$ cat src/rtl/down_sampler.sv
// Integer-factor decimator: one output every DECIM enabled samples (DOWNSAMPLER_AVERAGE_EN selects boxcar average, else last sample).
// Latency: output registered on the edge that samples the terminal input; visible the following cycle.
// Backpressure: none; en gates sample consumption and freezes all state when low.
module down_sampler #(
    parameter int Width = 10,
    parameter int DECIM = 4
) (
    input  logic                    clk,
    input  logic                    rst,
    input  logic                    en,
    input  logic signed [Width-1:0] data_in,
    output logic signed [Width-1:0] data_out,
    output logic                    valid_out
);

    localparam int LOG2 = $clog2(DECIM);
    localparam int PW   = (LOG2 < 1) ? 1 : LOG2;
    localparam logic [PW-1:0] LAST = PW'(DECIM - 1);

    logic [PW-1:0]           phase_q, phase_d;
    logic signed [Width-1:0] data_q,  data_d;
    logic                    valid_q, valid_d;
    logic                    terminal;

    assign terminal = (phase_q == LAST);

`ifdef DOWNSAMPLER_AVERAGE_EN
    localparam int AW = Width + LOG2;

    logic signed [AW-1:0] acc_q, acc_d;
    logic signed [AW-1:0] sum;

    // The group sum includes the current (possibly terminal) sample.
    assign sum = acc_q + AW'(data_in);

    always_comb begin
        acc_d = acc_q;
        if (en) begin
            acc_d = terminal ? '0 : sum;
        end
    end

    always_ff @(posedge clk) begin
        if (rst) begin
            acc_q <= '0;
        end else begin
            acc_q <= acc_d;
        end
    end
`endif

    always_comb begin
        phase_d = phase_q;
        data_d  = data_q;
        valid_d = 1'b0;
        if (en) begin
            if (terminal) begin
                phase_d = '0;
                valid_d = 1'b1;
`ifdef DOWNSAMPLER_AVERAGE_EN
                data_d  = Width'(sum >>> LOG2);
`else
                data_d  = data_in;
`endif
            end else begin
                phase_d = phase_q + 1'b1;
            end
        end
    end

    always_ff @(posedge clk) begin
        if (rst) begin
            phase_q <= '0;
            data_q  <= '0;
            valid_q <= 1'b0;
        end else begin
            phase_q <= phase_d;
            data_q  <= data_d;
            valid_q <= valid_d;
        end
    end

    assign data_out  = data_q;
    assign valid_out = valid_q;

endmodule

$ cat config.mk
export PLATFORM = sky130hd
export DESIGN_NAME = down_sampler
export DESIGN_NICKNAME = d
export VERILOG_FILES = /design/src/rtl/down_sampler.sv
export SDC_FILE = /design/constraint.sdc
export NUM_CORES = 1
export LEC_CHECK = 0
export ABC_CLOCK_PERIOD_IN_PS = 1600
export BUFFER_PORTS_ARGS = -buffer_cell sky130_fd_sc_hd__buf_2
export CORE_AREA = 2 2 39 41
export CTS_BUF_LIST = sky130_fd_sc_hd__clkbuf_4 sky130_fd_sc_hd__clkbuf_8
export CTS_CLUSTER_DIAMETER = 120
export DETAILED_ROUTE_END_ITERATION = 10
export DIE_AREA = 0 0 41 43
export PLACE_DENSITY = 0.71
export SLEW_MARGIN = 15
export SYNTH_ARGS = -nofsm -noshare
export SYNTH_HDL_FRONTEND = slang
export SYNTH_SLANG_ARGS = --single-unit
$ cat constraint.sdc
create_clock -name clk -period 1.6 [get_ports clk]
set_input_delay 0.16 -clock clk [delete_from_list [all_inputs] [get_ports clk]]
set_output_delay 0.16 -clock clk [all_outputs]
set_load 0.01 [all_outputs]
# [After elaboration in Yosys (flattened, before gate mapping)]
# Cells that the tools add are included.
[classes] n_addsub=1 eq_ne=1 n_mux=2 n_bitwise=1 reduce_logical=2
[ops] cell="2-bit by 1-bit adder with 2-bit output (second input constant)" count=1
[ops] cell="2-bit equality test (second input constant)" count=1
[ops] cell="2-bit 2-to-1 mux" count=1
[ops] cell="2-bit AND reduction" count=1
[ops] cell="2-bit OR reduction" count=1
[ops] cell="1-bit 2-to-1 mux" count=1
[ops] cell="1-bit inverter" count=1
[word_totals] reg_bits=13 out_inout_bits=11 wordCells=10

# [Logic depth before layout (Yosys ltp)]
# Gate-level depths: netlist of the first run.
[logic_depth] depth_word=2 ltp_mapped=4

# [Worst setup path before layout of the first run]
# OpenSTA, ideal clock, no wires.
[synth_path] path_kind="register to register" from="reg phase_q[0]" to="reg data_q[0] (netlist: data_out[0])" arrival_time_ns=0.998 required_ns=1.530 slack_ns=0.531 path_stages_with_launch=5 path_buffers=1 period_less_slack_ns=1.069 cell_sequence="dfxtp_1 -> ha_1 -> buf_2 -> a21bo_2 -> a21oi_1"
[synth_via] elab_chain_len=2
[synth_rtl] item="start, declared" line_no="20" rtl="logic [PW-1:0] phase_q, phase_d;"
[synth_rtl] item="start signal, assigned" line_no="77" rtl="phase_q <= phase_d;"
[synth_rtl] item="2-bit equality test" line_no="25" rtl="assign terminal = (phase_q == LAST);"
[synth_rtl] item="2-bit AND reduction (no source line)"
[synth_rtl] item="end signal, assigned" line_no="78" rtl="data_q <= data_d;"
[synth_rtl] item="end, declared" line_no="21" rtl="logic signed [Width-1:0] data_q, data_d;"
# No other way between the ends.
# A chain may end at the register's enable or synchronous reset.

# [Final worst setup path of the first run]
[layout_path] from="reg phase_q[0]" to="reg phase_q[0]"
[layout_via] elab_chain_len=2 elab_cells_between_ends=3
[layout_rtl] item="2-bit by 1-bit adder with 2-bit output / 2-bit equality test (equally long branches)" line_no="66, 25"
[layout_rtl] item="2-bit 2-to-1 mux *" line_no="57" rtl="if (terminal) begin"
# Every way passes the cells marked *; elsewhere a longest branch is shown, timed or not.

==> impl_metrics.yaml, run 1 <==
run_status:
  status: "complete, no violations"
synthesis:
  yosys.area.top_type_share: 0.473
  ys_seq_area_frac: 0.473
  yosysWarnings: 0
  syn-cell-area_um2: 551
  synth_top_family_by_area: "compound AO/OA/AOI/OAI gates"
  synth_xor_area_frac: 0
  syn-instance-count: 56
  yosys.area_share.simple: 0.141
  synthMuxAreaShare: 0.0182
  syn_avg_cell_area_um2: 9.83
  synth_top_cell_by_area: "dfxtp_1"
  synth_compound_area_frac: 0.282
  ys_types: 13
  synth_seq_cells: 13
  syn_nets: 71
  synth_fa_ha_area_frac: 0.0455
  synthTopCellsByArea: "dfxtp_1, a21bo_2, a21oi_1"
clock_tree:
  cts_resized: 0
  cts_tree: "done"
  cts_setup_buffers: 0
  root_buffer: "clkbuf_4"
  cts_buffers: 3
  insertion_delay_ns: 0.27
  cts_hold_buf: 0
  clk_pin_slew_worst_paths_ns: 0.08
  cts_sinks: 13
  clockBufferDepth: 2
  cts-htree-levels: 1
final_layout:
  syn2layout_area_growth_pct: 25.9
  final_nets: 94
  antenna_cells: 0
  final_layout_size_suffix_gt1_frac: 0.474
sta:
  fin_tns_setup_ns: 0
  slew_headroom: 0.560
  setup_ws_ns: 0.191
  rsz0062_at_grt: "false"
  fin_crit_sh: 0.880
  report.final.hold_viol_count: 0
  tightestPinTransition_ns: 0.660
  fmax_mhz: 710
  hold_ws_ns: 0.134
  clock_skew_ns: 0.00171
  final_max_slew_viol_count: 0
  setup_viol: 0
  period_minus_slack_ns: 1.41
critical_path:
  worst_path_max_delay_cell: "ha_1"
  r2r_setup_slack_ns: 0.19
  path_buf_inv: 0
  path_max_fanout: 21
  cp_slowest_stage_delay_ns: 0.44
  worstPathArrival_ns: 1.62
  crit_required_ns: 1.81
  path_cells: "ha_1, or3b_1, a21oi_1"
  cpLargestDelayFamily: "adder cells"
  path_class: "reg2reg"
  worst-r2r-cell-count: 3
  timing.rr.end: "phase_q[0]"
  crit-reg2reg-launch: "phase_q[0]"
  end_kind: "register"
  critPathLaunchType: "register"
place:
  place_congestion: 0.603
  io_buffer_count: 23
  dp_slack_ns: 0.191
floorplan:
  core_um2: 1380
  die-height_um: 43
  row_count: 14
  die_w_um: 41
  initial_core_util: 0.398
  io_pins: 24
  die-area_um2: 1760
drt:
  drtIter0Drc: 9
  vias: 475
  vias_per_cell: 5.05
  wl_um: 1030
  route.detailed.drc: 0
  postRouteAntennaNets: 0
  drt_pre_antenna_iters: 4
  routedWlPerCell_um: 11.0
power_and_ir_drop:
  vdd_drop_max_mv: 0.449
  p_leak_nw: 0.331
  total_power_mw: 0.598
  p_per_area_nw_per_um2: 863
worst_hold_path:
  worstHoldEndpoint: "data_out[8]"
  min_from: "data_in[8]"
  hold_depth: 3
  hp-class: "in2reg"
job:
  maxCapViolations: 0
grt:
  grt_max_degree: 25
  grt_pass1_wl_um: 1580
  grtUsageTotal: 0.130
  antenna_found_initial: 0
  grt_pass1_vias: 406
  grt_overflow: 0
==> per-stage QoR <==
| step | cells | util | instance area (um^2) |
|---|---|---|---|
| after floorplan | 56 | - | 551 |
| after global placement | 90 | 0.479 | 663 |
| after detailed placement | 90 | 0.479 | 663 |
| after CTS | 94 | 0.501 | 693 |
| after global routing | 94 | 0.501 | 693 |
| final | 94 | 0.501 | 693 |
==> state kept, by name (all words and copies together), names as in the netlist <==
signal	count
data_out	10
valid_out	1
phase_q	2
==> metal layers <==
metal | track usage | routed length (um)
met1 | 0.157 | 440
met2 | 0.194 | 528
met3 | 0.0524 | 65
met4 | 0.0600 | 0
met5 | 0 | 0
==> synth_stat cells <==
| master | n |
|---|---|
| dfxtp_1 | 13 |
| a21oi_1 | 11 |
| a21bo_2 | 10 |
| nand3_1 | 10 |
| buf_2 | 3 |
| ha_1 | 2 |
| and3b_1 | 1 |
| buf_1 | 1 |
| clkbuf_1 | 1 |
| mux2i_1 | 1 |
| nand2b_1 | 1 |
| nor2_1 | 1 |
| or3b_1 | 1 |
==> worst min-delay path: stages <==
cell	delay, ns
buf_2	0.10
nand3_1	0.05
a21oi_1	0.05
==> placed cells by master, fill, tap and decap left out, types with 2 or more instances in the layout <==
| master | count |
|---|---|
| a21bo_2 | 10 |
| a21oi_1 | 11 |
| buf_2 | 23 |
| clkbuf_4 | 4 |
| dfxtp_1 | 13 |
| ha_1 | 2 |
| nand3_1 | 10 |
==> area by class of cell <==
cell class	instances	area, um^2
Multi-Input combinational cell	38	268
Sequential cell	13	260
Tap cell	16	20.0
Clock buffer	4	30.0
Fill cell	150	691
Timing Repair Buffer	23	115
==> kinds of logic after synthesis <==
family                     Yosys count
buffers and inverters                5
AOI/OAI and AO/OA                   21
and+or+nand+nor                     14
DFF                                 13
adders and majority gates            2
muxes                                1
==> power by group <==
part           leakage (nW)  total [mW]  internal, mW  switching [mW]
combinational         0.207      0.0476        0.0217          0.0259
clock                0.0184       0.217         0.113           0.103
sequential            0.105       0.334         0.329         0.00431
total                 0.331       0.598         0.464           0.133
==> how the worst max path moves through the flow <==
stage | from | endpoint | slack (ns) | cells past startpoint
CTS | phase_q[0] | phase_q[0] | 0.17 | 3
finish | phase_q[0] | phase_q[0] | 0.19 | 3
global route | phase_q[0] | data_out[1] | 0.08 | 3
floorplan | phase_q[0] | data_out[0] | 0.53 | 4
detailed placement | phase_q[0] | phase_q[0] | 0.19 | 3
global placement | phase_q[0] | phase_q[0] | 0.23 | 3
(Power assumes the default switching activity.)
==> run 2: changes to the inputs <==
--- a/config.mk
+++ b/config.mk
@@ -13,6 +13,7 @@
 export DETAILED_ROUTE_END_ITERATION = 10
 export DIE_AREA = 0 0 41 43
 export PLACE_DENSITY = 0.71
+export RECOVER_POWER = 100
 export SLEW_MARGIN = 15
 export SYNTH_ARGS = -nofsm -noshare
 export SYNTH_HDL_FRONTEND = slang
==> run 2 against run 1 <==
Compared with the run above:
- flip-flop and latch count is the same
- sequential power is essentially flat
- critical path depth unchanged
- sequential share of layout area up 0.76 points
- hold slack is essentially flat
- fmax barely moved
- via count is 0.42% higher
- final area decreased by 2.0%
- first-iteration DRC count decreased by 11%
- die area unchanged
- global-route usage unchanged
==> impl_metrics.yaml, run 2 (synthesized netlist as in run 1, its figures left out) <==
final_layout:
  final_common_cell: "dfxtp_1"
  fin_area_um2: 679
  final_layout_size_suffix_gt1_frac: 0.333
  final_nets: 94
  syn2layout_area_growth_pct: 23.4
  final_cell_mix: "dfxtp_1, buf_2, a21oi_1, clkbuf_1"
  antenna_cells: 0
  largest_register_ffs: 10
  nFillCells: 155
clock_tree:
  cts_sinks: 13
  insertion_delay_ns: 0.27
  cts_hold_buf: 0
  cts_buffers: 3
  clockBufferDepth: 2
  cts_resized: 0
  root_buffer: "clkbuf_4"
  clk_pin_slew_worst_paths_ns: 0.08
  cts-htree-levels: 1
  cts_tree: "done"
  cts_setup_buffers: 0
drt:
  routedWlPerCell_um: 11.1
  route.detailed.drc: 0
  postRouteAntennaNets: 0
  drt_pre_antenna_iters: 4
  vias_per_cell: 5.07
  wl_um: 1040
  vias: 477
  drtIter0Drc: 8
floorplan:
  row_count: 14
  die-height_um: 43
  die-area_um2: 1760
  die_w_um: 41
  initial_core_util: 0.398
  io_pins: 24
  core_um2: 1380
power_and_ir_drop:
  vdd_drop_max_mv: 0.449
  p_per_area_nw_per_um2: 879
  p_leak_nw: 0.283
  total_power_mw: 0.597
sta:
  period_minus_slack_ns: 1.41
  final_max_slew_viol_count: 0
  fin_tns_setup_ns: 0
  tightestPinTransition_ns: 0.659
  rsz0062_at_grt: "false"
  fmax_mhz: 710
  hold_ws_ns: 0.133
  setup_viol: 0
  clock_skew_ns: 0.00180
  slew_headroom: 0.560
  fin_crit_sh: 0.880
  report.final.hold_viol_count: 0
  setup_ws_ns: 0.192
grt:
  grt_max_degree: 25
  antenna_found_initial: 0
  grt_overflow: 0
  grtUsageTotal: 0.130
  grt_pass1_vias: 406
  grt_pass1_wl_um: 1580
critical_path:
  worstPathArrival_ns: 1.62
  path_class: "reg2reg"
  path_cells: "ha_1, or3b_1, a21oi_1"
  worst_path_max_delay_cell: "ha_1"
  end_kind: "register"
  path_max_fanout: 21
  cp_slowest_stage_delay_ns: 0.44
  critPathLaunchType: "register"
  crit_required_ns: 1.81
job:
  maxCapViolations: 0
place:
  io_buffer_count: 23
  place_congestion: 0.603
  place_area_um2: 663
  dp_slack_ns: 0.191
run_status:
  status: "complete, no violations"
worst_hold_path:
  hp-class: "in2reg"
-- run 2: cell types whose count changed in the layout (fill, tap and decap cells not counted), sizes merged --
cell and delta:
buf -11, clkbuf +11
-- run 2: layer usage --
layer,up-vias,track usage,routed length (um)
li1,242,-,-
met1,217,0.157,444
met2,16,0.194,519
met3,2,0.0524,67
met4,0,0.0600,8
met5,-,0,0
-- run 2: cell type report --
cell class	instances	area (um^2)	area share
Clock buffer	4	30.0	0.0442
Multi-Input combinational cell	38	268	0.394
Sequential cell	13	260	0.383
Tap cell	16	20.0	0.0295
Timing Repair Buffer	23	101	0.149
-- run 2: worst paths after layout --
path               from     endpoint  slack, ns  cells after the start
min reg2reg  phase_q[0]   phase_q[0]       0.51                      2
max          phase_q[0]   phase_q[0]       0.19                      3
min          data_in[8]  data_out[8]       0.13                      3
max reg2reg  phase_q[0]   phase_q[0]       0.19                      3
-- run 2: power by group --
group	leakage, nW	total, mW	internal [mW]	switching (mW)
Sequential	0.105	0.334	0.329	0.00438
Clock	0.0184	0.217	0.114	0.103
Combinational	0.159	0.0470	0.0212	0.0259
Total	0.283	0.597	0.464	0.134
-- run 2: metrics by stage --
step,util,instances
after floorplan,-,56
after global placement,0.479,90
after detailed placement,0.479,90
after CTS,0.501,94
after global routing,0.491,94
final,0.491,94
-- run 2: worst max-delay path: cells and delay by family, from the launching register on --
family / cells / cell delay, ns
adder cells (fa/ha/maj): 1 / 0.44
AND/OR/NAND/NOR: 1 / 0.44
flip-flops: 1 / 0.34
AO/OA/AOI/OAI: 1 / 0.13
==> run 3: changes to the inputs <==
--- a/config.mk
+++ b/config.mk
@@ -12,8 +12,9 @@
 export CTS_CLUSTER_DIAMETER = 120
 export DETAILED_ROUTE_END_ITERATION = 10
 export DIE_AREA = 0 0 41 43
-export PLACE_DENSITY = 0.71
+export PLACE_DENSITY = 0.75
 export RECOVER_POWER = 100
+export REMOVE_ABC_BUFFERS = 1
 export SLEW_MARGIN = 15
 export SYNTH_ARGS = -nofsm -noshare
 export SYNTH_HDL_FRONTEND = slang
==> run 3 against run 2 <==
Compared with the run above:
- flip-flop and latch count unchanged
- core utilization is 0.54 points higher
- sequential share of layout area decreased by 0.42 points
- non-clock buffer count is 1 higher
- combinational power grew 4%
- die area unchanged
- fmax decreased by 0.87%
- wire length is 6.8% higher
==> impl_metrics.yaml, run 3 (synthesized netlist as in run 1, its figures left out) <==
floorplan:
  die_w_um: 41
  io_pins: 24
  die-area_um2: 1760
  core_um2: 1380
  row_count: 14
  initial_core_util: 0.398
  die-height_um: 43
sta:
  setup_viol: 0
  fin_tns_setup_ns: 0
  tightestPinTransition_ns: 0.660
  slew_headroom: 0.560
  report.final.hold_viol_count: 0
  rsz0062_at_grt: "false"
  final_max_slew_viol_count: 0
  period_minus_slack_ns: 1.42
  fin_crit_sh: 0.888
  clock_skew_ns: 0.00225
  fmax_mhz: 704
critical_path:
  path_max_fanout: 21
  worstPathArrival_ns: 1.62
  worst_path_max_delay_cell: "ha_1"
  cp_slowest_stage_delay_ns: 0.44
  crit_required_ns: 1.80
  r2r_setup_slack_ns: 0.18
  critPathLaunchType: "register"
  path_class: "reg2reg"
  path_cells: "ha_1, or3b_1, a21oi_1"
  crit_start: "phase_q[0]"
  timing.rr.end: "phase_q[0]"
  crit-reg2reg-launch: "phase_q[0]"
  end_kind: "register"
  worst-r2r-cell-count: 3
final_layout:
  final_layout_size_suffix_gt1_frac: 0.342
  final_common_cell: "dfxtp_1"
  syn2layout_area_growth_pct: 24.8
  final_nets: 95
  final_cell_mix: "dfxtp_1, buf_2, a21oi_1, clkbuf_1"
  final_core_util: 0.496
  largest_register_ffs: 10
  antenna_cells: 0
drt:
  route.detailed.drc: 0
  postRouteAntennaNets: 0
  wl_um: 1110
  drtIter0Drc: 4
  vias_per_cell: 5.09
  vias: 484
  drt_pre_antenna_iters: 4
  routedWlPerCell_um: 11.7
worst_hold_path:
  hold_depth: 3
  min_from: "data_in[9]"
  worstHoldEndpoint: "data_out[9]"
  hp-class: "in2reg"
job:
  maxCapViolations: 0
clock_tree:
  clockBufferDepth: 2
  clk_pin_slew_worst_paths_ns: 0.08
  cts_buffers: 3
  cts_setup_buffers: 0
  root_buffer: "clkbuf_4"
  cts_hold_buf: 0
  cts_resized: 0
  cts-htree-levels: 1
  insertion_delay_ns: 0.27
  cts_sinks: 13
  cts_tree: "done"
run_status:
  status: "complete, no violations"
grt:
  antenna_found_initial: 0
  grt_pass1_vias: 395
  grt_overflow: 0
  grt_pass1_wl_um: 1600
  grtUsageTotal: 0.138
  grt_max_degree: 22
power_and_ir_drop:
  p_sw_mw: 0.132
  pwr-share-seq: 0.558
  p_leak_nw: 0.287
  swShare: 0.221
  vdd_drop_max_mv: 0.437
  p_comb_frac: 0.082
  pwr-share-clk: 0.360
  internal_power_mw: 0.465
  p_per_area_nw_per_um2: 869
place:
  place_congestion: 0.676
  dpl.hpwl_um: 751
  io_buffer_count: 23
-- run 3: worst max path at each step --
stage	to	slack [ns]
finish	phase_q[0]	0.18
detailed placement	phase_q[0]	0.20
floorplan	phase_q[0]	0.33
CTS	phase_q[0]	0.18
global placement	phase_q[0]	0.24
global route	phase_q[0]	0.08
-- run 3: power groups by stage --
stage | registers (mW) | logic [mW] | clock network [mW]
final | 0.334 | 0.0489 | 0.215
after global routing | 0.334 | 0.0542 | 0.238
after CTS | 0.334 | 0.0499 | 0.224
after detailed placement | 0.341 | 0.0497 | 0
after global placement | 0.341 | 0.0480 | 0
after floorplan | 0.342 | 0.0156 | 0
-- run 3: critical path: cells and delay by family, from the launching register on --
| family | cells | cell delay [ns] |
|---|---|---|
| flops | 1 | 0.34 |
| simple gates | 1 | 0.43 |
| compound gates | 1 | 0.15 |
| fa+ha+maj | 1 | 0.44 |
-- run 3: routing by layer --
metal / track usage / vias up / part of all wire
met2: 0.213 / 17 / 0.46
li1: - / 245 / -
met5: 0 / - / 0
met4: 0.100 / 0 / 0.013
met1: 0.155 / 220 / 0.46
met3: 0.0314 / 2 / 0.063
-- run 3: through the flow --
| stage | hold WS, ns | setup slack (ns) | area, um^2 | instances | total power, mW |
|---|---|---|---|---|---|
| floorplan | 0.229 | 0.332 | 528 | 51 | 0.357 |
| global placement | 0.414 | 0.240 | 671 | 91 | 0.389 |
| detailed placement | 0.420 | 0.197 | 671 | 91 | 0.391 |
| CTS | 0.127 | 0.178 | 701 | 95 | 0.607 |
| global route | 0.141 | 0.0840 | 687 | 95 | 0.627 |
| finish | 0.136 | 0.179 | 687 | 95 | 0.597 |
-- run 3: final cells by class --
| class | instances | area (um^2) |
|---|---|---|
| timing repair buffer | 24 | 109 |
| tap | 16 | 20.0 |
| clock buffer | 4 | 30.0 |
| sequential | 13 | 260 |
| multi-input combinational | 38 | 268 |
| fill | 141 | 697 |
